--- config.mk ---
export PLATFORM = sky130hd
export DESIGN_NAME = casez_match_pipe
export DESIGN_NICKNAME = d
export VERILOG_FILES = /design/src/rtl/casez_match_pipe.sv
export SDC_FILE = /design/constraint.sdc
export NUM_CORES = 1
export LEC_CHECK = 0
export ABC_AREA = 1
export BUFFER_PORTS_ARGS = -buffer_cell sky130_fd_sc_hd__buf_2
export CAP_MARGIN = 15
export CORE_ASPECT_RATIO = 1.5
export CORE_UTILIZATION = 50
export DETAILED_ROUTE_END_ITERATION = 8
export GPL_TIMING_DRIVEN = 0
export PLACE_DENSITY = 0.82
export SYNTH_ARGS = -nofsm -noshare
export SYNTH_HDL_FRONTEND = slang
export SYNTH_SLANG_ARGS = --single-unit
--- constraint.sdc ---
create_clock -name clk -period 1.7 [get_ports clk]
set_clock_uncertainty 0.05 [all_clocks]
set_input_delay 0.255 -clock clk [delete_from_list [all_inputs] [get_ports clk]]
set_output_delay 0.255 -clock clk [all_outputs]
set_load 0.02 [all_outputs]
--- src/rtl/casez_match_pipe.sv ---
// casez_match_pipe
//   Two-register pipeline that builds a key from two operands and looks it up
//   in a small programmable table of wildcard patterns.
//   Stage 1 captures key = f(in_a, in_b, in_op) when the input handshake fires.
//   Stage 2 compares the stage-1 key against every enabled entry. The lowest
//   matching index wins, and the output registers are loaded from it.
//   On a miss, result and hit_idx keep their previous values and hit drops.
//
// Ports
//   clk, rst_n        clock, asynchronous active-low reset
//   cfg_we            table write strobe
//   cfg_idx           entry to write (writes to indexes >= ENTRIES are ignored)
//   cfg_val           pattern value
//   cfg_care          care mask (1 = compare this bit, 0 = don't care)
//   cfg_res           result code for the entry
//   cfg_en            entry enable
//   in_valid/in_ready input handshake
//   in_a/in_b/in_op   operands and combine mode (00 and, 01 or, 10 xor, 11 a)
//   out_valid/out_ready output handshake
//   result/hit/hit_idx registered lookup outcome
module casez_match_pipe #(
  parameter  int WIDTH   = 3,
  parameter  int ENTRIES = 4,
  parameter  int RES_W   = 3,
  localparam int IDX_W   = $clog2(ENTRIES)
) (
  input  logic             clk,
  input  logic             rst_n,
  input  logic             cfg_we,
  input  logic [IDX_W-1:0] cfg_idx,
  input  logic [WIDTH-1:0] cfg_val,
  input  logic [WIDTH-1:0] cfg_care,
  input  logic [RES_W-1:0] cfg_res,
  input  logic             cfg_en,
  input  logic             in_valid,
  output logic             in_ready,
  input  logic [WIDTH-1:0] in_a,
  input  logic [WIDTH-1:0] in_b,
  input  logic [1:0]       in_op,
  output logic             out_valid,
  input  logic             out_ready,
  output logic [RES_W-1:0] result,
  output logic             hit,
  output logic [IDX_W-1:0] hit_idx
);

  localparam logic [IDX_W:0] ENTRIES_LIM = (IDX_W+1)'(ENTRIES);

  logic [WIDTH-1:0] tbl_val  [ENTRIES];
  logic [WIDTH-1:0] tbl_care [ENTRIES];
  logic [RES_W-1:0] tbl_res  [ENTRIES];
  logic [ENTRIES-1:0] tbl_en;

  logic             s1_valid;
  logic [WIDTH-1:0] s1_key;
  logic [WIDTH-1:0] key_in;
  logic             s2_adv;
  logic             in_fire;
  logic             cfg_idx_ok;
  logic [ENTRIES-1:0] match;
  logic             m_hit;
  logic [IDX_W-1:0] m_idx;
  logic [RES_W-1:0] m_res;

  // The output register can take a new value when it is empty or being consumed.
  assign s2_adv     = !out_valid || out_ready;
  assign in_ready   = !s1_valid || s2_adv;
  assign in_fire    = in_valid && in_ready;
  assign cfg_idx_ok = ({1'b0, cfg_idx} < ENTRIES_LIM);

  // Combine the operands into the lookup key.
  always_comb begin
    key_in = in_a;
    case (in_op)
      2'b00:   key_in = in_a & in_b;
      2'b01:   key_in = in_a | in_b;
      2'b10:   key_in = in_a ^ in_b;
      2'b11:   key_in = in_a;
      default: key_in = in_a;
    endcase
  end

  // Wildcard compare of the stage-1 key against every enabled entry, followed
  // by a priority pick. The scan runs from the top index down, so the lowest
  // matching index is the last one written and therefore the one that wins.
  always_comb begin
    match = '0;
    m_hit = 1'b0;
    m_idx = '0;
    m_res = '0;
    for (int i = 0; i < ENTRIES; i++) begin
      match[i] = tbl_en[i] && (((s1_key ^ tbl_val[i]) & tbl_care[i]) == '0);
    end
    for (int i = ENTRIES - 1; i >= 0; i--) begin
      m_hit = match[i] ? 1'b1        : m_hit;
      m_idx = match[i] ? IDX_W'(i)   : m_idx;
      m_res = match[i] ? tbl_res[i]  : m_res;
    end
  end

  // Pattern table. A compare on the same edge as a write sees the old contents.
  always_ff @(posedge clk or negedge rst_n) begin
    if (!rst_n) begin
      for (int i = 0; i < ENTRIES; i++) begin
        tbl_val[i]  <= '0;
        tbl_care[i] <= '0;
        tbl_res[i]  <= '0;
      end
      tbl_en <= '0;
    end else if (cfg_we && cfg_idx_ok) begin
      tbl_val[cfg_idx]  <= cfg_val;
      tbl_care[cfg_idx] <= cfg_care;
      tbl_res[cfg_idx]  <= cfg_res;
      tbl_en[cfg_idx]   <= cfg_en;
    end
  end

  // Stage 1: capture the key. A stalled key stays here, so it is looked up
  // against the table as it stands when the key finally advances.
  always_ff @(posedge clk or negedge rst_n) begin
    if (!rst_n) begin
      s1_valid <= 1'b0;
      s1_key   <= '0;
    end else if (in_fire) begin
      s1_valid <= 1'b1;
      s1_key   <= key_in;
    end else if (s2_adv) begin
      s1_valid <= 1'b0;
    end
  end

  // Stage 2: register the lookup outcome. A miss keeps result and hit_idx.
  always_ff @(posedge clk or negedge rst_n) begin
    if (!rst_n) begin
      out_valid <= 1'b0;
      result    <= '0;
      hit       <= 1'b0;
      hit_idx   <= '0;
    end else if (s2_adv) begin
      out_valid <= s1_valid;
      if (s1_valid && m_hit) begin
        result  <= m_res;
        hit     <= 1'b1;
        hit_idx <= m_idx;
      end else if (s1_valid) begin
        hit     <= 1'b0;
      end
    end
  end

endmodule

==> impl_metrics.tcl <==
set metrics [dict create \
    cts-root-buf "clkbuf_8" \
    layout_min_cycle_time_ns 1.536 \
    grtUsageTotal_pct 22.18 \
    crit_start "s1_key[0]$_DFFE_PN0P_" \
    viasPerCell 5.082 \
    synth_top_area_share_pct 51.28 \
    final_cell_area_um2 2922 \
    dp_cells 417 \
    dieArea_um2 5269 \
    wl_per_cell_um 12.61 \
    yosys.area.top_type "dfrtp_1" \
    endpoint_kind "flip-flop" \
    worstSkewPairLatency_ns 0.31 \
    antenna_found_initial 0 \
    grt_pass1_wl_mm 8.728 \
    preCtsSetupSlack_ns 0.1014 \
    cp_max_fo 10 \
    synth-main-ff-cell "dfrtp_1" \
    synth_edf_count 0 \
    place_congestion 0.7939 \
    slew_headroom_pct 63.87 \
    crit_path_start_kind "flip-flop" \
    clk_path_buf_depth 2 \
    io_pins 33 \
    pwr-share-clk_pct 28.7 \
    min_path_type "input pin to flip-flop" \
    min_from "out_ready" \
    p_leak_nw 1.547 \
    drive_gt1_share_pct 16.57 \
    power_mw 3.509 \
    finalSetupViolCount 0 \
    die_h_um 88.41 \
    fin_nets 392 \
    vias 2175 \
    path_class "flip-flop to flip-flop" \
    whs_ns 0.1247 \
    cts_inserted_buffers 5 \
    netSwitchingPower_mw 1.141 \
    arrival_ns 1.75 \
    rows 31 \
    fin_util_pct 60.74 \
    grt_pass1_vias 2061 \
    cts_tree "yes" \
    seqPwrFrac_pct 45.9 \
    die_x_um 59.61 \
    power_frac_comb_pct 25.4 \
    rsz0062_at_grt "false" \
    syn_to_final_growth_pct 17.40 \
    synth_warnings 0 \
    worst_pin_slew_ns 0.5420 \
    initial_core_util_pct 51.74 \
    fmax_mhz 651.0 \
    setup_tns_ns 0 \
    ys_async_sr_fraction_pct 100.0 \
    syn_nets 350 \
    status "complete, no violations" \
    ys_types 19 \
    core_um2 4810 \
    cts_max_level 2 \
    ant_nets 0 \
    maxCapViolations 0 \
    postSynthAreaPerCell_um2 7.801 \
    totalWireLength_mm 5.398 \
    dr.pass1.iters 4 \
    yosysMostFrequentCell "nand2_1" \
    synth_area_leaders "dfrtp_1, nand2_1, o21ai_0" \
    required_ns 1.91 \
    synth_seq_cells 51 \
    r2r-start "s1_key[0]$_DFFE_PN0P_" \
    diodes 0 \
    syn-instance-count 319 \
    cts.sinks 51 \
    grt_remaining_overflow 0 \
    power_density_nw_per_um2 1201 \
    final_cells 428 \
    grt_max_degree 52 \
    drtIter0Drc 95 \
    synthTopCellsByCount "nand2_1, dfrtp_1, o21ai_0" \
    setup_ws_ns 0.1639 \
    drc 0 \
    ys_seq_area_share_pct 51.28 \
    postPlaceCellArea_um2 2731 \
    dp_hpwl_mm 3.842 \
    ir_drop_mv 0.9410 \
    port_buffers 32 \
    synth_area_um2 2489 \
    clk_pin_slew_ns 0.11 \
    period_share_pct 90.36 \
    drv_slew 0 \
    swShare_pct 32.51 \
    hold_viol 0 \
    p_int_mw 2.368 \
]
[registers in the layout, summed over array words and instances, names as in the netlist]
name       flops
tbl_en         4
hit_idx        2
out_valid      1
result         3
tbl_res       12
s1_key         3
hit            1
s1_valid       1
tbl_val       12
tbl_care      12
[critical path, stage by stage (launching register included)]
cell     delay, ns
dfrtp_2       0.46
inv_2         0.09
nand2_1       0.06
nand3_1       0.08
nand2_1       0.11
nor2_4        0.15
nor2_2        0.07
nand2_2       0.06
nand2_2       0.05
buf_6         0.14
nor2_2        0.07
nand2_1       0.05
nand2_1       0.05
[routing by layer]
metal / GRT usage (%) / share of wire [%] / vias to the layer above
li1: - / - / 1082
met1: 24.14 / 39 / 1025
met2: 41.98 / 55 / 60
met3: 3.509 / 4.3 / 8
met4: 8.457 / 2.1 / 0
met5: 0 / 0 / -
[timing repair]
item,in CTS,in global routing
hold buffers,0,1
setup endpoints to repair,0,5
resized for setup,0,6
setup buffers,0,1
hold endpoints to repair,0,6
[worst paths after layout]
check	end	slack, ns	cells past startpoint
worst max-delay path	result[0]$_DFFE_PN0P_	0.16	12
worst min-delay path	out_valid$_DFFE_PN0P_	0.12	2
worst max register to register	result[0]$_DFFE_PN0P_	0.16	12
worst min register to register	result[2]$_DFFE_PN0P_	0.43	2
max in group asynchronous	s1_key[0]$_DFFE_PN0P_	0.84	3
min in group asynchronous	tbl_care[10]$_DFFE_PN0P_	0.26	2
[cell usage in the layout (no fill, tap or decap), types with 5 or more instances in the layout]
master,count
nand3_1,19
clkbuf_8,5
dfrtp_1,48
nand2_1,106
inv_1,39
o21ai_0,49
ha_1,6
clkbuf_1,8
buf_2,32
nor2_1,15
[area by class of cell]
type | instances | area, um2
Fill cell | 439 | 1888
Sequential cell | 51 | 1280
Multi-Input combinational cell | 217 | 1026
Timing Repair Buffer | 35 | 197.7
Inverter | 42 | 157.7
Tap cell | 66 | 82.58
Clock buffer | 5 | 68.82
Clock inverter | 3 | 67.56
Buffer | 9 | 41.29
[power by group through the flow]
stage | Sequential [mW] | Combinational, mW | Clock [mW]
after floorplan | 1.69 | 0.524 | 0
after global placement | 1.61 | 0.836 | 0
after detailed placement | 1.63 | 0.864 | 0
after CTS | 1.60 | 0.871 | 0.999
after global routing | 1.64 | 1.02 | 1.05
final | 1.61 | 0.891 | 1.01
[logic make-up after synthesis]
| kind of cell | count (synthesis) | share of synthesized area [%] |
|---|---|---|
| AND/OR/NAND/NOR | 152 | 25.34 |
| AO/OA/AOI/OAI | 59 | 12.37 |
| adder cells (fa/ha/maj) | 6 | 3.017 |
| buffers and inverters | 51 | 7.994 |
| flip-flops | 51 | 51.28 |
Note: power is estimated with default switching activity, not from simulation.
